--- src/rtl/ttseq_pkg.sv ---
// Shared types and helpers for the truth-table sequencer.
// Latency: n/a (declarations only).
// Backpressure: n/a.
package ttseq_pkg;

    // Sweep control states; encoding is fixed so it can be probed in the lab.
    typedef enum logic [1:0] {
        ST_IDLE   = 2'd0,
        ST_SETTLE = 2'd1,
        ST_SAMPLE = 2'd2,
        ST_DONE   = 2'd3
    } state_t;

    localparam int DEF_SETTLE = 2;

    // Number of input vectors for an n_in-input function.
    function automatic int n_vec(input int n_in);
        return 1 << n_in;
    endfunction

endpackage

--- src/rtl/ttseq_settle_cnt.sv ---
// Settle-time up-counter with terminal-count flag.
// Latency: tc is combinational from the count register; clr/en act on the next edge.
// Backpressure: none; the counter holds when en is low and stops counting itself is the caller's job.
// Ports: clk, rst (sync, active-high), clr (sync clear, wins over en), en (count up), tc (count == TERM).
module ttseq_settle_cnt #(
    parameter int W    = 1,
    parameter int TERM = 0
) (
    input  logic clk,
    input  logic rst,
    input  logic clr,
    input  logic en,
    output logic tc
);

    localparam logic [W-1:0] TERM_V = W'(TERM);

    logic [W-1:0] cnt;

    always_ff @(posedge clk) begin
        if (rst || clr) begin
            cnt <= '0;
        end else if (en) begin
            cnt <= cnt + W'(1);
        end
    end

    assign tc = (cnt == TERM_V);

endmodule

--- src/rtl/truth_table_sequencer.sv ---
// Walks every input vector of an N_IN-input function unit and checks f against EXPECT.
// Latency: each vector takes SETTLE+1 cycles; done rises N_VEC*(SETTLE+1) edges after start.
// Backpressure: none; start is ignored while busy, abort cancels in any state.
// Ports: clk, rst (sync, active-high), start, abort, f_in in; vec_out, busy, done, pass,
//        err_cnt, fail_valid, first_fail out; observed out only when TTSEQ_CAPTURE_EN is defined.
module truth_table_sequencer
    import ttseq_pkg::*;
#(
    parameter int                   N_IN   = 4,
    parameter logic [(1<<N_IN)-1:0] EXPECT = '0,
    parameter int                   SETTLE = DEF_SETTLE
) (
    input  logic                clk,
    input  logic                rst,
    input  logic                start,
    input  logic                abort,
    output logic [N_IN-1:0]     vec_out,
    input  logic                f_in,
    output logic                busy,
    output logic                done,
    output logic                pass,
    output logic [N_IN:0]       err_cnt,
    output logic                fail_valid,
    output logic [N_IN-1:0]     first_fail
`ifdef TTSEQ_CAPTURE_EN
    ,
    output logic [(1<<N_IN)-1:0] observed
`endif
);

    localparam int              N_VEC    = n_vec(N_IN);
    localparam logic [N_IN-1:0] LAST_VEC = N_IN'(N_VEC - 1);
    localparam logic [N_IN:0]   ERR_MAX  = (N_IN + 1)'(N_VEC);
    localparam int              CW       = (SETTLE > 1) ? $clog2(SETTLE) : 1;

    state_t state, state_nxt;
    logic   settle_tc;
    logic   settle_clr;
    logic   settle_en;
    logic   restart;
    logic   mismatch;

    // start is only honoured when no sweep is running, and abort always wins.
    assign restart  = start && !abort && (state == ST_IDLE || state == ST_DONE);
    assign mismatch = (state == ST_SAMPLE) && (f_in != EXPECT[vec_out]);

    // The counter is parked at zero outside SETTLE, so every SETTLE entry starts
    // from a clean count. It stops at the terminal value so it never overflows.
    assign settle_clr = (state != ST_SETTLE);
    assign settle_en  = (state == ST_SETTLE) && !settle_tc;

    ttseq_settle_cnt #(
        .W    (CW),
        .TERM (SETTLE - 1)
    ) u_settle_cnt (
        .clk (clk),
        .rst (rst),
        .clr (settle_clr),
        .en  (settle_en),
        .tc  (settle_tc)
    );

    always_ff @(posedge clk) begin
        if (rst) begin
            state <= ST_IDLE;
        end else begin
            state <= state_nxt;
        end
    end

    always_comb begin
        state_nxt = state;
        if (abort) begin
            state_nxt = ST_IDLE;
        end else begin
            case (state)
                ST_IDLE, ST_DONE: if (start) state_nxt = ST_SETTLE;
                ST_SETTLE:        if (settle_tc) state_nxt = ST_SAMPLE;
                ST_SAMPLE:        state_nxt = (vec_out == LAST_VEC) ? ST_DONE : ST_SETTLE;
                default:          state_nxt = ST_IDLE;
            endcase
        end
    end

    // vec_out doubles as the sweep index; it advances on the SAMPLE edge so the
    // next vector is already applied during the first SETTLE cycle.
    always_ff @(posedge clk) begin
        if (rst || abort || restart) begin
            vec_out    <= '0;
            err_cnt    <= '0;
            fail_valid <= 1'b0;
            first_fail <= '0;
        end else if (state == ST_SAMPLE) begin
            if (mismatch) begin
                if (err_cnt != ERR_MAX) begin
                    err_cnt <= err_cnt + (N_IN + 1)'(1);
                end
                if (!fail_valid) begin
                    first_fail <= vec_out;
                    fail_valid <= 1'b1;
                end
            end
            if (vec_out != LAST_VEC) begin
                vec_out <= vec_out + N_IN'(1);
            end
        end
    end

`ifdef TTSEQ_CAPTURE_EN
    always_ff @(posedge clk) begin
        if (rst || abort || restart) begin
            observed <= '0;
        end else if (state == ST_SAMPLE) begin
            observed[vec_out] <= f_in;
        end
    end
`endif

    assign busy = (state == ST_SETTLE) || (state == ST_SAMPLE);
    assign done = (state == ST_DONE);
    assign pass = done && (err_cnt == '0);

endmodule

--- config.mk ---
export PLATFORM = sky130hd
export DESIGN_NAME = truth_table_sequencer
export DESIGN_NICKNAME = d
export VERILOG_FILES = /design/src/rtl/ttseq_pkg.sv /design/src/rtl/ttseq_settle_cnt.sv /design/src/rtl/truth_table_sequencer.sv
export SDC_FILE = /design/constraint.sdc
export NUM_CORES = 1
export LEC_CHECK = 0
export ABC_AREA = 1
export CAP_MARGIN = 10
export CELL_PAD_IN_SITES_DETAIL_PLACEMENT = 0
export CELL_PAD_IN_SITES_GLOBAL_PLACEMENT = 1
export CORE_UTILIZATION = 38
export CTS_BUF_LIST = sky130_fd_sc_hd__clkbuf_8
export CTS_CLUSTER_SIZE = 14
export DETAILED_ROUTE_END_ITERATION = 10
export PLACE_DENSITY = 0.9
export SLEW_MARGIN = 15
export SYNTH_ARGS = -nofsm -noshare
export SYNTH_HDL_FRONTEND = slang
export SYNTH_SLANG_ARGS = --single-unit
export TNS_END_PERCENT = 50
--- constraint.sdc ---
create_clock -name clk -period 2.6 [get_ports clk]
set_input_delay 0.52 -clock clk [delete_from_list [all_inputs] [get_ports clk]]
set_output_delay 0.52 -clock clk [all_outputs]
set_load 0.01 [all_outputs]
# After elaboration in Yosys (flattened, before gate mapping)
# Memory sizes are Yosys's and may differ from the RTL's. A register that Yosys moved wholly into a read port is not among the register bits.
# Cells that the tools add are included.
dict set report word_totals {
  regBits 17
  rom_bits 16
  inputBits 5
  out_inout_bits 17
  elab_cells 50
  memories 1
}
# memory words word_bits rd rd_ports_with_merged_regs wr line_no
set mem_list {}
lappend mem_list {{(no name shown)} 16 1 1 1 0 truth_table_sequencer.sv:45} ;# assign mismatch = (state == ST_SAMPLE) && (f_in != EXPECT[vec_out]);
dict set report classes {
  addsub 3
  n_lt_le_gt_ge 1
  n_eq_ne 10
  n_mux 7
  n_bitwise 1
  reduce_logical 21
}
# operator n
set ops {}
lappend ops {{4-bit 2-to-1 mux} 2}
lappend ops {{2-bit 2-to-1 mux} 3}
lappend ops {{2-bit case mux with 3 select lines} 1}
lappend ops {{2-bit AND reduction} 3}
lappend ops {{3-bit AND reduction} 2}
lappend ops {{5-bit by 1-bit adder with 5-bit output (second input constant)} 1}
lappend ops {{1-bit logical AND} 5}
lappend ops {{5-bit zero test} 1}
lappend ops {{1-bit logical OR} 5}
lappend ops {{4-bit by 5-bit < comparator with 1-bit output (second input constant)} 1}
lappend ops {{5-bit inequality test (second input constant)} 1}
lappend ops {{4-bit by 1-bit adder with 4-bit output (second input constant)} 1}
lappend ops {{2-bit equality test (second input constant)} 2}
lappend ops {{4-bit equality test (second input constant)} 1}
lappend ops {{2-bit by 1-bit inequality test with 1-bit output (second input constant)} 2}
lappend ops {{4-bit inequality test (second input constant)} 1}
lappend ops {{2-bit OR reduction} 2}
lappend ops {{2-bit by 1-bit equality test with 1-bit output (second input constant)} 1}
lappend ops {{1-bit zero test} 2}
lappend ops {{2-bit zero test} 1}
lappend ops {{2-bit inequality test (second input constant)} 1}
lappend ops {{1-bit adder (second input constant)} 1}
lappend ops {{1-bit 2-to-1 mux} 1}
lappend ops {{1-bit inequality test} 1}
lappend ops {{1-bit NOT} 1}

# Depth between registers and ports, before layout
dict set report depth {
  ltp_word 5
  mapped_depth 8
  mapped_depth_nobuf 8
}

# By module
# Synthesis repeated with hierarchy kept, for this count alone.
dict set report hier_totals {
  cells_unflattened 127
  hier_area_um2 910.9
}
# module n_inst cells_each area_each_um2 seq_area_each_um2
set by_module_without_submodules {}
lappend by_module_without_submodules {truth_table_sequencer 1 121 869.6 320.3}
lappend by_module_without_submodules {ttseq_settle_cnt 1 6 41.3 20.0}

# Least setup slack after synthesis
# No wires, ideal clock.
dict set report synth_timing {
  path_type {flip-flop to output port}
  from {register err_cnt[0]}
  to {output pass}
  t_arrival_ps 839
  required_ps 2080
  path_slack_ps 1241
  path_stages_with_launch 5
  n_path_buf 0
  cell_sequence {dfxtp_1 inv_1 ha_1 nand2_1 nor2_1}
}
dict set report synth_via {
  elab_chain_len 2
}
# item line_no
set synth_lines {}
lappend synth_lines {{start, declared} truth_table_sequencer.sv:22} ;# output logic [N_IN:0] err_cnt,
lappend synth_lines {{start signal, assigned} truth_table_sequencer.sv:96} ;# err_cnt <= err_cnt + (N_IN + 1)'(1);
lappend synth_lines {{5-bit zero test} truth_table_sequencer.sv:121} ;# assign pass = done && (err_cnt == '0);
lappend synth_lines {{1-bit logical AND} truth_table_sequencer.sv:121}
lappend synth_lines {{end, declared} truth_table_sequencer.sv:21} ;# output logic pass,
# No other way between the ends.

# Final worst setup path
dict set report layout_timing {
  from {register state[0]}
  to {output busy}
}
dict set report layout_via {
  elab_chain_len 2
  word_cells_on_any_way 3
  cone_classes {eq/ne (2); reduce/logical (1)}
}
# item line_no
set layout_lines {}
lappend layout_lines {{start, declared} truth_table_sequencer.sv:36} ;# state_t state, state_nxt;
lappend layout_lines {{start signal, assigned} truth_table_sequencer.sv:67} ;# state <= state_nxt;
lappend layout_lines {{2-bit by 1-bit equality test with 1-bit output / 2-bit equality test (equally long branches)} truth_table_sequencer.sv:119} ;# assign busy = (state == ST_SETTLE) || (state == ST_SAMPLE);
lappend layout_lines {{1-bit logical OR (*)} truth_table_sequencer.sv:119}
lappend layout_lines {{end, declared} truth_table_sequencer.sv:19} ;# output logic busy,
# Every way passes the cells marked *; elsewhere a longest branch is shown, timed or not.

==> results.sh <==
export IMPL_crit_end="busy"
export IMPL_path_delay_family="buffers and inverters"
export IMPL_synth_area_per_cell_um2=7.26
export IMPL_cpPeakStageDelay_ns=0.53
export IMPL_yosysUniqueCellTypes=18
export IMPL_r2r_setup_slack_ns=1.15
export IMPL_firstDrtPassIters=4
export IMPL_skew_ns=0.00501
export IMPL_status="finished, final reports clean"
export IMPL_clkPwrFrac_pct=40.1
export IMPL_root_buffer="clkbuf_8"
export IMPL_insertion_delay_ns=0.25
export IMPL_final_hold_violation_count=0
export IMPL_grt_pass1_wl_um=3080
export IMPL_path_clk_slew_ns=0.07
export IMPL_gp_congestion=0.779
export IMPL_wirelength_um=1720
export IMPL_p_int_mw=0.381
export IMPL_finalCriticalPeriod_ns=2.18
export IMPL_swShare_pct=22.0
export IMPL_num_fill_cells=224
export IMPL_ctsResizeCount=0
export IMPL_core_um2=2210
export IMPL_yosysTopAreaCell="dfxtp_1"
export IMPL_grt_pass1_vias=745
export IMPL_die_h_um=50.3
export IMPL_seqCellArea_um2=340
export IMPL_path_depth=4
export IMPL_grt_total_usage_pct=16.3
export IMPL_wl_per_cell_um=9.80
export IMPL_fin_crit_sh_pct=83.7
export IMPL_ant_nets=0
export IMPL_fin_cells=175
export IMPL_dp_cells=171
export IMPL_post_cts_setup_buffers=0
export IMPL_multi_input_area_um2=464
export IMPL_crit_required_ns=2.08
export IMPL_ios=22
export IMPL_r2r_end="err_cnt[0]$_SDFFE_PP0P_"
export IMPL_cp_data_arrival_time_ns=1.66
export IMPL_ys_ff_latch=17
export IMPL_syn_cell_area_um2=886
export IMPL_synthTopCellsByArea="dfxtp_1 (38%), nand2_1 (12%), ha_1 (9.9%)"
export IMPL_setup_violations=0
export IMPL_rsz0062_at_grt="no"
export IMPL_setup_tns_ns=0
export IMPL_dieArea_um2=2530
export IMPL_area_growth_pct=32.9
export IMPL_rr_startpoint="state[0]$_SDFFE_PP0P_"
export IMPL_synth_common_cells="nand2_1 (28), dfxtp_1 (17), inv_1 (17)"
export IMPL_synth_seq_area_share_pct=38.4
export IMPL_netlist_instances=122
export IMPL_crit_start="state[0]$_SDFFE_PP0P_"
export IMPL_worst_ir_drop_vdd_mv=0.245
export IMPL_fp_dieW_um=50.3
export IMPL_seqPwrFrac_pct=53.8
export IMPL_criticalPathCategory="flop to output port"
export IMPL_htree_levels=1
export IMPL_powerDensity_nw_per_um2=415
export IMPL_num_rows=17
export IMPL_crit_chain="inv_1 -> ha_1 -> inv_2 -> clkdlybuf4s50_1"
export IMPL_viasPerCell=4.55
export IMPL_critPathLaunchType="flop"
export IMPL_async_flop_share_pct=0
export IMPL_max_slew_margin_pct=80.6
export IMPL_ys_flop_type="dfxtp_1"
export IMPL_grt_max_degree=11
export IMPL_critPathBufInv=3
export IMPL_numPortBuffers=21
export IMPL_hpwl_um=1350
export IMPL_cts_tree="built"
export IMPL_antenna_found_initial=0
export IMPL_drt_iter0_drc=12
export IMPL_remaining_drc_errors=0
export IMPL_vias=797
export IMPL_clock_sinks=17
export IMPL_start_util_pct=40.0
export IMPL_hold_class="flop to flop"
export IMPL_synth_top_cell_area_share_pct=38.4
export IMPL_reg2reg_depth=7
export IMPL_drive_gt1_share_pct=13.6
export IMPL_yosys_warnings=0
export IMPL_synth_edf_count=0
export IMPL_tightest_slew_ns=0.290
export IMPL_overflow=0
export IMPL_antenna_cells=0
export IMPL_drv_cap=0
export IMPL_endpoint_kind="output port"
export IMPL_clock_fmax_ghz=0.460
export IMPL_final_core_util_pct=53.2
export IMPL_yosysMostFrequentCell="nand2_1"
export IMPL_p_sw_mw=0.108
export IMPL_nets=160
export IMPL_cp_max_fo=4
export IMPL_p_leak_nw=0.438
export IMPL_cts_made_buffers=3
export IMPL_postCtsHoldBufs=0
export IMPL_clk_path_buf_depth=2
export IMPL_total_power_mw=0.489
export IMPL_p_comb_share_pct=6.1
export IMPL_slowest_stage="clkdlybuf4s50_1"
export IMPL_syn_num_nets=134
export IMPL_maxSlewViolCount=0
[per-layer routing]
layer  GRT usage, %  vias up  share of wire, %
met3           2.73        2               2.7
met5              0        -                 0
met1           20.1      349                47
li1               -      435                 -
met2           26.7       11                49
met4           8.57        0              0.82
[cell families after synthesis]
logic type,Yosys count,synth area share [%]
AOI/OAI and AO/OA,18,12.3
adders and majority gates,7,9.89
buffers and inverters,21,9.18
DFF,17,38.4
and+or+nand+nor,59,30.2
[final cells by class]
cell class	instances	area share, %
Inverter	21	6.91
Multi-Input combinational cell	84	39.4
Tap cell	28	2.98
Clock inverter	1	0.425
Sequential cell	17	28.9
Timing Repair Buffer	21	17.9
Clock buffer	3	3.51
[through the flow]
| step | hold WS, ns | setup slack (ns) | instance area, um^2 |
|---|---|---|---|
| after global routing | 0.514 | 0.328 | 1180 |
| after CTS | 0.467 | 0.401 | 1180 |
| after global placement | 0.455 | 0.707 | 1130 |
| after detailed placement | 0.457 | 0.688 | 1130 |
| final | 0.468 | 0.424 | 1180 |
| after floorplan | 0.471 | 1.24 | 886 |
[worst reg2reg max path, cell delays in order (launching register included)]
cell	delay, ns
dfxtp_1	0.38
inv_1	0.08
ha_1	0.32
inv_2	0.06
o21ai_4	0.28
inv_4	0.10
o21ai_1	0.09
nor2_1	0.05
[flip-flops by register name, summed over array words and instances (netlist names)]
signal           flops
err_cnt              5
state                2
vec_out              4
first_fail           4
fail_valid           1
u_settle_cnt.tc      1
[power by group through the flow]
stage / logic (mW) / registers [mW] / clock network [mW]
floorplan: 0.0181 / 0.269 / 0
global placement: 0.0300 / 0.269 / 0
detailed placement: 0.0305 / 0.269 / 0
CTS: 0.0306 / 0.263 / 0.201
global route: 0.0340 / 0.263 / 0.219
finish: 0.0300 / 0.263 / 0.196
[layout by cell type, fill, tap and decap left out, drive strengths merged]
cell type      instances
nand3                  8
clkdlybuf4s50         21
nor2                  18
nand2                 30
dfxtp                 17
o21ai                  7
inv                   21
clkinv                 1
nor3                   1
a21oi                 11
ha                     7
nand4                  2
clkbuf                 3
[worst min path at each step]
stage                               startpoint  cells after the start                          to
detailed placement  first_fail[1]$_SDFFE_PP0P_                      2  first_fail[1]$_SDFFE_PP0P_
global placement    first_fail[1]$_SDFFE_PP0P_                      2  first_fail[1]$_SDFFE_PP0P_
global route        first_fail[2]$_SDFFE_PP0P_                      2  first_fail[2]$_SDFFE_PP0P_
CTS                 first_fail[1]$_SDFFE_PP0P_                      2  first_fail[1]$_SDFFE_PP0P_
floorplan                state[0]$_SDFFE_PP0P_                      2       state[0]$_SDFFE_PP0P_
finish              first_fail[1]$_SDFFE_PP0P_                      2  first_fail[1]$_SDFFE_PP0P_
No activity file was read; power rests on OpenSTA's default activity.
